[src/rtl/hx711_rx.sv]
// HX711 load-cell ADC receiver: waits for DOUT low, clocks out 24 data bits MSB-first,
// then adds the gain-select pulses that choose the channel/gain of the next conversion.
module hx711_rx #(
   parameter int unsigned CLK_DIV        = 50,
   parameter int unsigned GAIN_PULSES    = 1,
   parameter int unsigned TIMEOUT_CYCLES = 20_000_000
) (
   input  logic        clock,
   input  logic        reset,
   input  logic        start,
   input  logic        hx_dout,
   output logic        hx_sclk,
   output logic [23:0] data,
   output logic        done_tick,
   output logic        timeout_tick,
   output logic        ready
);

   localparam int unsigned TMO_W = (TIMEOUT_CYCLES > 1) ? $clog2(TIMEOUT_CYCLES) : 1;
   localparam logic [TMO_W-1:0] TMO_LAST  = TMO_W'(TIMEOUT_CYCLES - 1);
   localparam logic [15:0]      PH_LAST   = 16'(CLK_DIV - 1);
   localparam logic [1:0]       GAIN_LAST = 2'(GAIN_PULSES - 1);

   typedef enum logic [2:0] {
      IDLE     = 3'd0,
      WAIT_RDY = 3'd1,
      BIT_HI   = 3'd2,
      BIT_LO   = 3'd3,
      GAIN_HI  = 3'd4,
      GAIN_LO  = 3'd5,
      DONE     = 3'd6
   } state_t;

   state_t            state_q, state_d;
   logic              sync1_q, sync1_d;
   logic              sync2_q, sync2_d;
   logic [15:0]       phase_q, phase_d;
   logic [TMO_W-1:0]  tmo_q, tmo_d;
   logic [4:0]        bit_q, bit_d;
   logic [1:0]        gain_q, gain_d;
   logic [23:0]       shift_q, shift_d;
   logic [23:0]       data_q, data_d;
   logic              sclk_q, sclk_d;
   logic              done_q, done_d;
   logic              tmo_tick_q, tmo_tick_d;
   logic              ready_q, ready_d;
   logic              dsync;

   assign dsync = sync2_q;

   // Next-state logic; SCLK and ready are derived from the next state so they stay registered.
   always_comb begin
      state_d    = state_q;
      sync1_d    = hx_dout;
      sync2_d    = sync1_q;
      phase_d    = phase_q;
      tmo_d      = tmo_q;
      bit_d      = bit_q;
      gain_d     = gain_q;
      shift_d    = shift_q;
      data_d     = data_q;
      done_d     = 1'b0;
      tmo_tick_d = 1'b0;
      case (state_q)
         IDLE: begin
            if (start) begin
               state_d = WAIT_RDY;
               tmo_d   = '0;
            end else begin
               state_d = IDLE;
            end
         end
         WAIT_RDY: begin
            if (!dsync) begin
               state_d = BIT_HI;
               phase_d = 16'd0;
               bit_d   = 5'd23;
            end else if (tmo_q == TMO_LAST) begin
               state_d    = IDLE;
               tmo_tick_d = 1'b1;
            end else begin
               tmo_d = tmo_q + 1'b1;
            end
         end
         BIT_HI: begin
            if (phase_q == PH_LAST) begin
               phase_d = 16'd0;
               shift_d = {shift_q[22:0], dsync};
               state_d = BIT_LO;
            end else begin
               phase_d = phase_q + 16'd1;
            end
         end
         BIT_LO: begin
            if (phase_q == PH_LAST) begin
               phase_d = 16'd0;
               if (bit_q == 5'd0) begin
                  state_d = GAIN_HI;
                  gain_d  = GAIN_LAST;
               end else begin
                  bit_d   = bit_q - 5'd1;
                  state_d = BIT_HI;
               end
            end else begin
               phase_d = phase_q + 16'd1;
            end
         end
         GAIN_HI: begin
            if (phase_q == PH_LAST) begin
               phase_d = 16'd0;
               state_d = GAIN_LO;
            end else begin
               phase_d = phase_q + 16'd1;
            end
         end
         GAIN_LO: begin
            if (phase_q == PH_LAST) begin
               phase_d = 16'd0;
               if (gain_q == 2'd0) begin
                  state_d = DONE;
                  data_d  = shift_q;
                  done_d  = 1'b1;
               end else begin
                  gain_d  = gain_q - 2'd1;
                  state_d = GAIN_HI;
               end
            end else begin
               phase_d = phase_q + 16'd1;
            end
         end
         DONE: begin
            state_d = IDLE;
         end
         default: begin
            state_d = IDLE;
         end
      endcase
      sclk_d  = (state_d == BIT_HI) || (state_d == GAIN_HI);
      ready_d = (state_d == IDLE);
   end

   // State and datapath registers with asynchronous reset.
   always_ff @(posedge clock or posedge reset) begin
      if (reset) begin
         state_q    <= IDLE;
         sync1_q    <= 1'b0;
         sync2_q    <= 1'b0;
         phase_q    <= 16'd0;
         tmo_q      <= '0;
         bit_q      <= 5'd0;
         gain_q     <= 2'd0;
         shift_q    <= 24'd0;
         data_q     <= 24'd0;
         sclk_q     <= 1'b0;
         done_q     <= 1'b0;
         tmo_tick_q <= 1'b0;
         ready_q    <= 1'b1;
      end else begin
         state_q    <= state_d;
         sync1_q    <= sync1_d;
         sync2_q    <= sync2_d;
         phase_q    <= phase_d;
         tmo_q      <= tmo_d;
         bit_q      <= bit_d;
         gain_q     <= gain_d;
         shift_q    <= shift_d;
         data_q     <= data_d;
         sclk_q     <= sclk_d;
         done_q     <= done_d;
         tmo_tick_q <= tmo_tick_d;
         ready_q    <= ready_d;
      end
   end

   assign hx_sclk      = sclk_q;
   assign data         = data_q;
   assign done_tick    = done_q;
   assign timeout_tick = tmo_tick_q;
   assign ready        = ready_q;

endmodule

[config.mk]
export PLATFORM = sky130hd
export DESIGN_NAME = hx711_rx
export DESIGN_NICKNAME = d
export VERILOG_FILES = /design/src/rtl/hx711_rx.sv
export SDC_FILE = /design/constraint.sdc
export NUM_CORES = 1
export LEC_CHECK = 0
export ABC_AREA = 0
export BUFFER_PORTS_ARGS = -buffer_cell sky130_fd_sc_hd__buf_2
export CAP_MARGIN = 10
export CELL_PAD_IN_SITES_DETAIL_PLACEMENT = 2
export CELL_PAD_IN_SITES_GLOBAL_PLACEMENT = 2
export CORE_MARGIN = 2
export CORE_UTILIZATION = 44
export DETAILED_ROUTE_END_ITERATION = 8
export PLACE_DENSITY_LB_ADDON = 0.1
export SETUP_SLACK_MARGIN = 0.2
export SLEW_MARGIN = 20
export SYNTH_ARGS = -nofsm -noshare
export SYNTH_HDL_FRONTEND = slang
export SYNTH_SLANG_ARGS = --single-unit
[constraint.sdc]
create_clock -name clock -period 5.34 [get_ports clock]
set_clock_uncertainty 0.15 [all_clocks]
set_input_delay 0.267 -clock clock [delete_from_list [all_inputs] [get_ports clock]]
set_output_delay 0.267 -clock clock [all_outputs]
set_load 0.1 [all_outputs]
# == Yosys cells after proc, flatten, opt, wreduce, memory -nomap -nowiden ==
# Index checks and enable logic that the tools add are counted.
# totals
mem_count,0
ramBits,0
romBits,0
input_bits,4
latch_bits,0
reg_bits,105
elab_cells,83
# op_classes
magnitude_cmp,0
shifts,0
n_addsub,4
n_reduce_logical,16
div_mod_pow,0
multipliers,0
eq_ne,18
muxes,32
bitwise_logic,0
# op_table
operator,n
2-to-1 mux 25 bit,3
case mux 25 bit (2 select lines),1
2-to-1 mux 16 bit,2
case mux 16 bit (2 select lines),1
adder 25 x 1 -> 25 bit (second input constant),1
== test 25 bit (second input constant),1
2-to-1 mux 3 bit,7
inequality test 2 bit (second input constant),9
case mux 3 bit (6 select lines),1
adder 16 x 1 -> 16 bit (second input constant),1
== test 16 x 6 -> 1 bit (second input constant),1
2-to-1 mux 5 bit,3
2-to-1 mux 2 bit,5
case mux 5 bit (2 select lines),1
== test 3 x 2 -> 1 bit (second input constant),3
== test 3 bit (second input constant),3
AND reduction 4 bit,2
nonzero test 2 bit,4
2-to-1 mux 1 bit,7
zero test 3 bit,2
zero test 5 bit,1
AND reduction 5 bit,1
subtractor 5 x 1 -> 5 bit (second input constant),1
case mux 2 bit (2 select lines),1
7 further kinds,8

# == Logic depth before layout (Yosys ltp) ==
# logic_depth
ltp_word,6
ltp_mapped,9
ltp_nobuf,7

# == Worst setup path after synthesis ==
# Ideal clock, no wire load.
# synth_path
path_type,register to register
start,register phase_q[0]
end,register sclk_q (netlist: hx_sclk)
setup_ns,0.087
required_ns,5.103
period_less_slack_ns,2.312
stages_incl_launch_ff,9
t_arrival_ns,2.076
path_slack_ns,3.028
path_cell_list,dfrtp_1 -> ha_1 -> nor3b_1 -> and4_1 -> buf_2 -> and3_4 -> buf_6 -> or4_1 -> a211oi_2
# synth_via
elab_chain_cells,5
word_cells_on_any_way,9
classes_between,eq/ne: 3; mux: 5; reduce/logical: 1
# synth_lines
item,line_no,text
from (decl),37,"logic [15:0] phase_q, phase_d;"
from (signal assigned),162,phase_q <= phase_d;
== test 16 x 6 -> 1 bit *,n/a,
"2-to-1 mux 3 bit, on equally long branches",n/a,
case mux 3 bit (6 select lines) *,64,case (state_q)
== test 3 x 2 -> 1 bit or == test 3 bit (tied branches),138,sclk_d = (state_d == BIT_HI) || (state_d == GAIN_HI);
logical OR 1 bit *,138,
net sclk_d,43,"logic sclk_q, sclk_d;"
to (signal assigned),168,sclk_q <= sclk_d;
to (decl),43,
# The timed path passes the listed nets; every way through them passes the cells marked *.
# A chain may end at the register's enable or synchronous reset.

# == Final worst setup path ==
# layout_path
start,register state_q[0]
end,register tmo_q[4]
# layout_via
elab_chain_cells,3
word_cells_on_any_way,8
classes_between,eq/ne: 4; mux: 1; reduce/logical: 3
# layout_lines
item,line_no,text
from (decl),34,"state_t state_q, state_d;"
from (signal assigned),159,state_q <= state_d;
== test 3 x 1 -> 1 bit or zero test 3 bit (tied branches),64,
inequality test 2 bit (no line) or nonzero test 2 bit (tied branches),n/a,
AND reduction 4 bit (no line),n/a,
to (signal assigned),163,tmo_q <= tmo_d;
to (decl),38,"logic [TMO_W-1:0] tmo_q, tmo_d;"
# Parallel ways exist; a longest one is shown, timed or not.

==> flow_summary.toml <==
[power_and_ir_drop]
power.net_switching_uw = 652.4
power.internal_uw = 1329
p_clk_share_pct = 35.4
comb_power_share_pct = 17.6
power_leakage_uw = 0.002716
sw_frac_of_total_pct = 32.93
power_frac_seq_pct = 47.0
power_density_nw_per_um2 = 351.0
ir_drop_mv = 0.2506

[setup_path]
critical_path_start_type = "flip-flop"
worst_ep_arrival_time_ns = 3.22
critical_path.endpoint_type = "flip-flop"
rr_worst_depth = 4
r2r_start = "state_q[0]$_DFF_PP0_"
critical_path.reg2reg.endpoint = "tmo_q[4]$_DFFE_PP0P_"
critical_path.max_fanout = 13
worstPathRequired_ns = 5.47
timing_worst_setup_path_type = "flip-flop to flip-flop"
timing.reg2reg.setup_slack_ns = 2.25

[grt]
pin_count_of_the_biggest_net_entering_global_routing = 56
number_of_antenna_violations_at_the_first_check_in_global_routing = 0
grt_pass1_wl_um = 22610
vias_in_the_first_global_route = 4062
overflow = 0
grtUsageTotal_pct = 23.25

[route]
wirelength_um = 13040
drcViolationCount = 0
avgRoutedWirePerCell_um = 21.17
detail_route.first_pass.iterations = 4
vias = 3547
ant_nets = 0
via_per_inst = 5.758
drt_iter0_markers = 167

[floorplan]
floorplan.initialDensity_pct = 44.68
fp-row-count = 39
fp.dieH_um = 111.0
die_area_sq_um = 12320
boundaryPins = 32
core_area_sq_um = 11270
die_w_um = 111.0

[logic_synthesis]
synth.yosys.seq_area_share_pct = 52.20
mappedNetlistNets = 451
biggest_area_consumer_among_synthesized_cells = "sky130_fd_sc_hd__dfrtp_1"
synth_area_in_adders_pct = 1.988
synth_edf_count = 0
yosys.area_share.simple_pct = 18.48
synthesis.yosys.warnings = 0
synth_async_sr_flop_share_pct = 100.0
synth_cells = 439
yosys_register_bits = 105
average_cell_area_after_synthesis_sq_um = 11.47
synth_compound_gate_area_share_pct = 8.199
synth-main-ff-cell = "sky130_fd_sc_hd__dfrtp_1"
synthMostInstantiatedCell = "sky130_fd_sc_hd__dfrtp_1"
synth.top_cell.area_share_pct = 51.68
synthTopCellsByArea = "sky130_fd_sc_hd__dfrtp_1 52%, sky130_fd_sc_hd__mux2_1 9.8%, sky130_fd_sc_hd__xor2_1 4.5%, sky130_fd_sc_hd__nor2_1 2.7%, sky130_fd_sc_hd__nand4_1 2.2%"
synth_top_family_by_area = "simple AND/OR/NAND/NOR gates"
synth.top_cells.by_count = "104 x sky130_fd_sc_hd__dfrtp_1, 44 x sky130_fd_sc_hd__mux2_1, 36 x sky130_fd_sc_hd__nor2_1, 26 x sky130_fd_sc_hd__xor2_1, 20 x sky130_fd_sc_hd__nand3_1"
synth.area.mux_share_pct = 10.93
mappedNetlistArea_sq_um = 5036
synth.distinct_cells = 58
synth_xor_area_share_pct = 5.217

[flow_run]
max_cap_violations = 0

[finish]
drive_gt1_share_pct = 15.43
antenna-diode-count = 0
finish.cell_count_without_fillers = 616
final_nets = 480
area_delta_synth_final_pct = 12.10

[status]
status = "completed"

[timing]
rsz0062_at_grt = "no"
report.final.setup_viol = 0
finalSetupTns_ns = 0
max_slew.worst_pin.slew_ns = 1.093
finalHoldViolations = 0
final_worst_path_cycle_share_pct = 57.88
final_min_period_ns = 3.091
clock.fmax_mhz = 323.5
slew-limit-headroom_pct = 26.08
final-max-slew-violation-count = 0
timing.final.ws_setup_ns = 2.249

[cts]
numCtsBuffers = 9
cts_tree = "done"
clkTransAtPathRegs_ns = 0.08
post-cts-setup-buffer-count = 0
cts.root.buffer_cell = "sky130_fd_sc_hd__clkbuf_16"
clk-insertion-delay-late_ns = 0.36
cts_max_path_buffers = 2
cts_hold_buffers = 2
clock_tree.htree_level_count = 3
ctsResizeCount = 0
clock-sinks = 105

[placement]
dp_hpwl_um = 8612
finalWeightedCongestion = 0.7944
placed_cells_incl_taps = 598
dp_worst_setup_slack_ns = 2.280
port_buffers = 31

[worst_hold_path]
min_path_cells = 0
hold_path_end = "dsync$_DFF_PP0_"
min_path_type = "flip-flop to flip-flop"
min-delay-start = "sync1_q$_DFF_PP0_"
-- worst max-delay path by stage --
stage	from	to	depth (start not counted)
final	state_q[0]$_DFF_PP0_	tmo_q[4]$_DFFE_PP0P_	4
after global routing	state_q[0]$_DFF_PP0_	tmo_q[3]$_DFFE_PP0P_	4
after CTS	state_q[0]$_DFF_PP0_	tmo_q[3]$_DFFE_PP0P_	4
after detailed placement	state_q[0]$_DFF_PP0_	tmo_q[4]$_DFFE_PP0P_	4
after global placement	state_q[0]$_DFF_PP0_	tmo_q[6]$_DFFE_PP0P_	4
after floorplan	reset	bit_q[0]$_DFFE_PP0P_	1
-- stage by stage --
stage	cell area, sq um	hold WS (ns)	power, uW	util [%]
final	5645	0.2209	1981	50.08
after global routing	5645	0.2325	2080	50.08
after CTS	5645	0.2305	2010	50.08
after detailed placement	5314	0.2107	1295	47.14
after global placement	5309	0.1917	1264	47.10
after floorplan	5036	0.1484	1191	-
-- routing by layer --
| layer | global-route usage, % | vias to the layer above | wire length [um] |
|---|---|---|---|
| met5 | 0 | - | 0 |
| li1 | - | 1659 | - |
| met3 | 5.139 | 8 | 280 |
| met1 | 29.97 | 1850 | 5792 |
| met4 | 4.500 | 0 | 113 |
| met2 | 40.61 | 30 | 6851 |
-- state kept, by name, indices dropped and copies added (netlist names) --
register      count
bit_q             5
hx_sclk           1
data             24
ready             1
dsync             1
done_tick         1
timeout_tick      1
tmo_q            25
shift_q          24
gain_q            2
sync1_q           1
state_q           3
phase_q          16
-- cells in the final DEF (no fill, tap or decap), types with 6 or more instances in the layout --
master and count:
sky130_fd_sc_hd__nor3_1 8, sky130_fd_sc_hd__dfrtp_1 104, sky130_fd_sc_hd__nor2_1 36, sky130_fd_sc_hd__nand4_1 18
sky130_fd_sc_hd__o31ai_1 8, sky130_fd_sc_hd__nand2_1 19, sky130_fd_sc_hd__mux2_1 44, sky130_fd_sc_hd__or4_1 6
sky130_fd_sc_hd__nand3_1 20, sky130_fd_sc_hd__and3_1 8, sky130_fd_sc_hd__xor2_1 26, sky130_fd_sc_hd__a21oi_1 9
sky130_fd_sc_hd__ha_1 8, sky130_fd_sc_hd__clkbuf_16 9, sky130_fd_sc_hd__o21ai_1 11, sky130_fd_sc_hd__inv_1 10
sky130_fd_sc_hd__buf_2 31
-- power by group through the flow --
stage          clock (uW)  sequential (uW)  combinational, uW
3_3_place_gp            0              935                330
2_1_floorplan           0              952                239
4_1_cts               724              931                356
6_report              701              931                349
3_5_place_dp            0              944                351
5_1_grt               747              943                389
-- worst max-delay path: stages (launching register included) --
cell and delay (ns):
sky130_fd_sc_hd__dfrtp_1 0.57, sky130_fd_sc_hd__nor4bb_2 1.01, sky130_fd_sc_hd__nor2_1 0.47, sky130_fd_sc_hd__or4_1 0.63, sky130_fd_sc_hd__a21oi_1 0.18
-- cell type report --
type / instances / area [sq um]
Clock buffer: 9 / 225.2
Clock inverter: 7 / 86.33
Tap cell: 143 / 178.9
Fill cell: 1138 / 5627
Sequential cell: 105 / 2629
Multi-Input combinational cell: 304 / 2277
Timing Repair Buffer: 37 / 205.2
Inverter: 11 / 43.79
-- logic make-up after synthesis --
group,Yosys count
mux,49
simple gates,162
xor+xnor,30
compound gates,55
buf+inv,30
fa+ha+maj,8
flops,105
No activity file was read; power rests on OpenSTA's default activity.
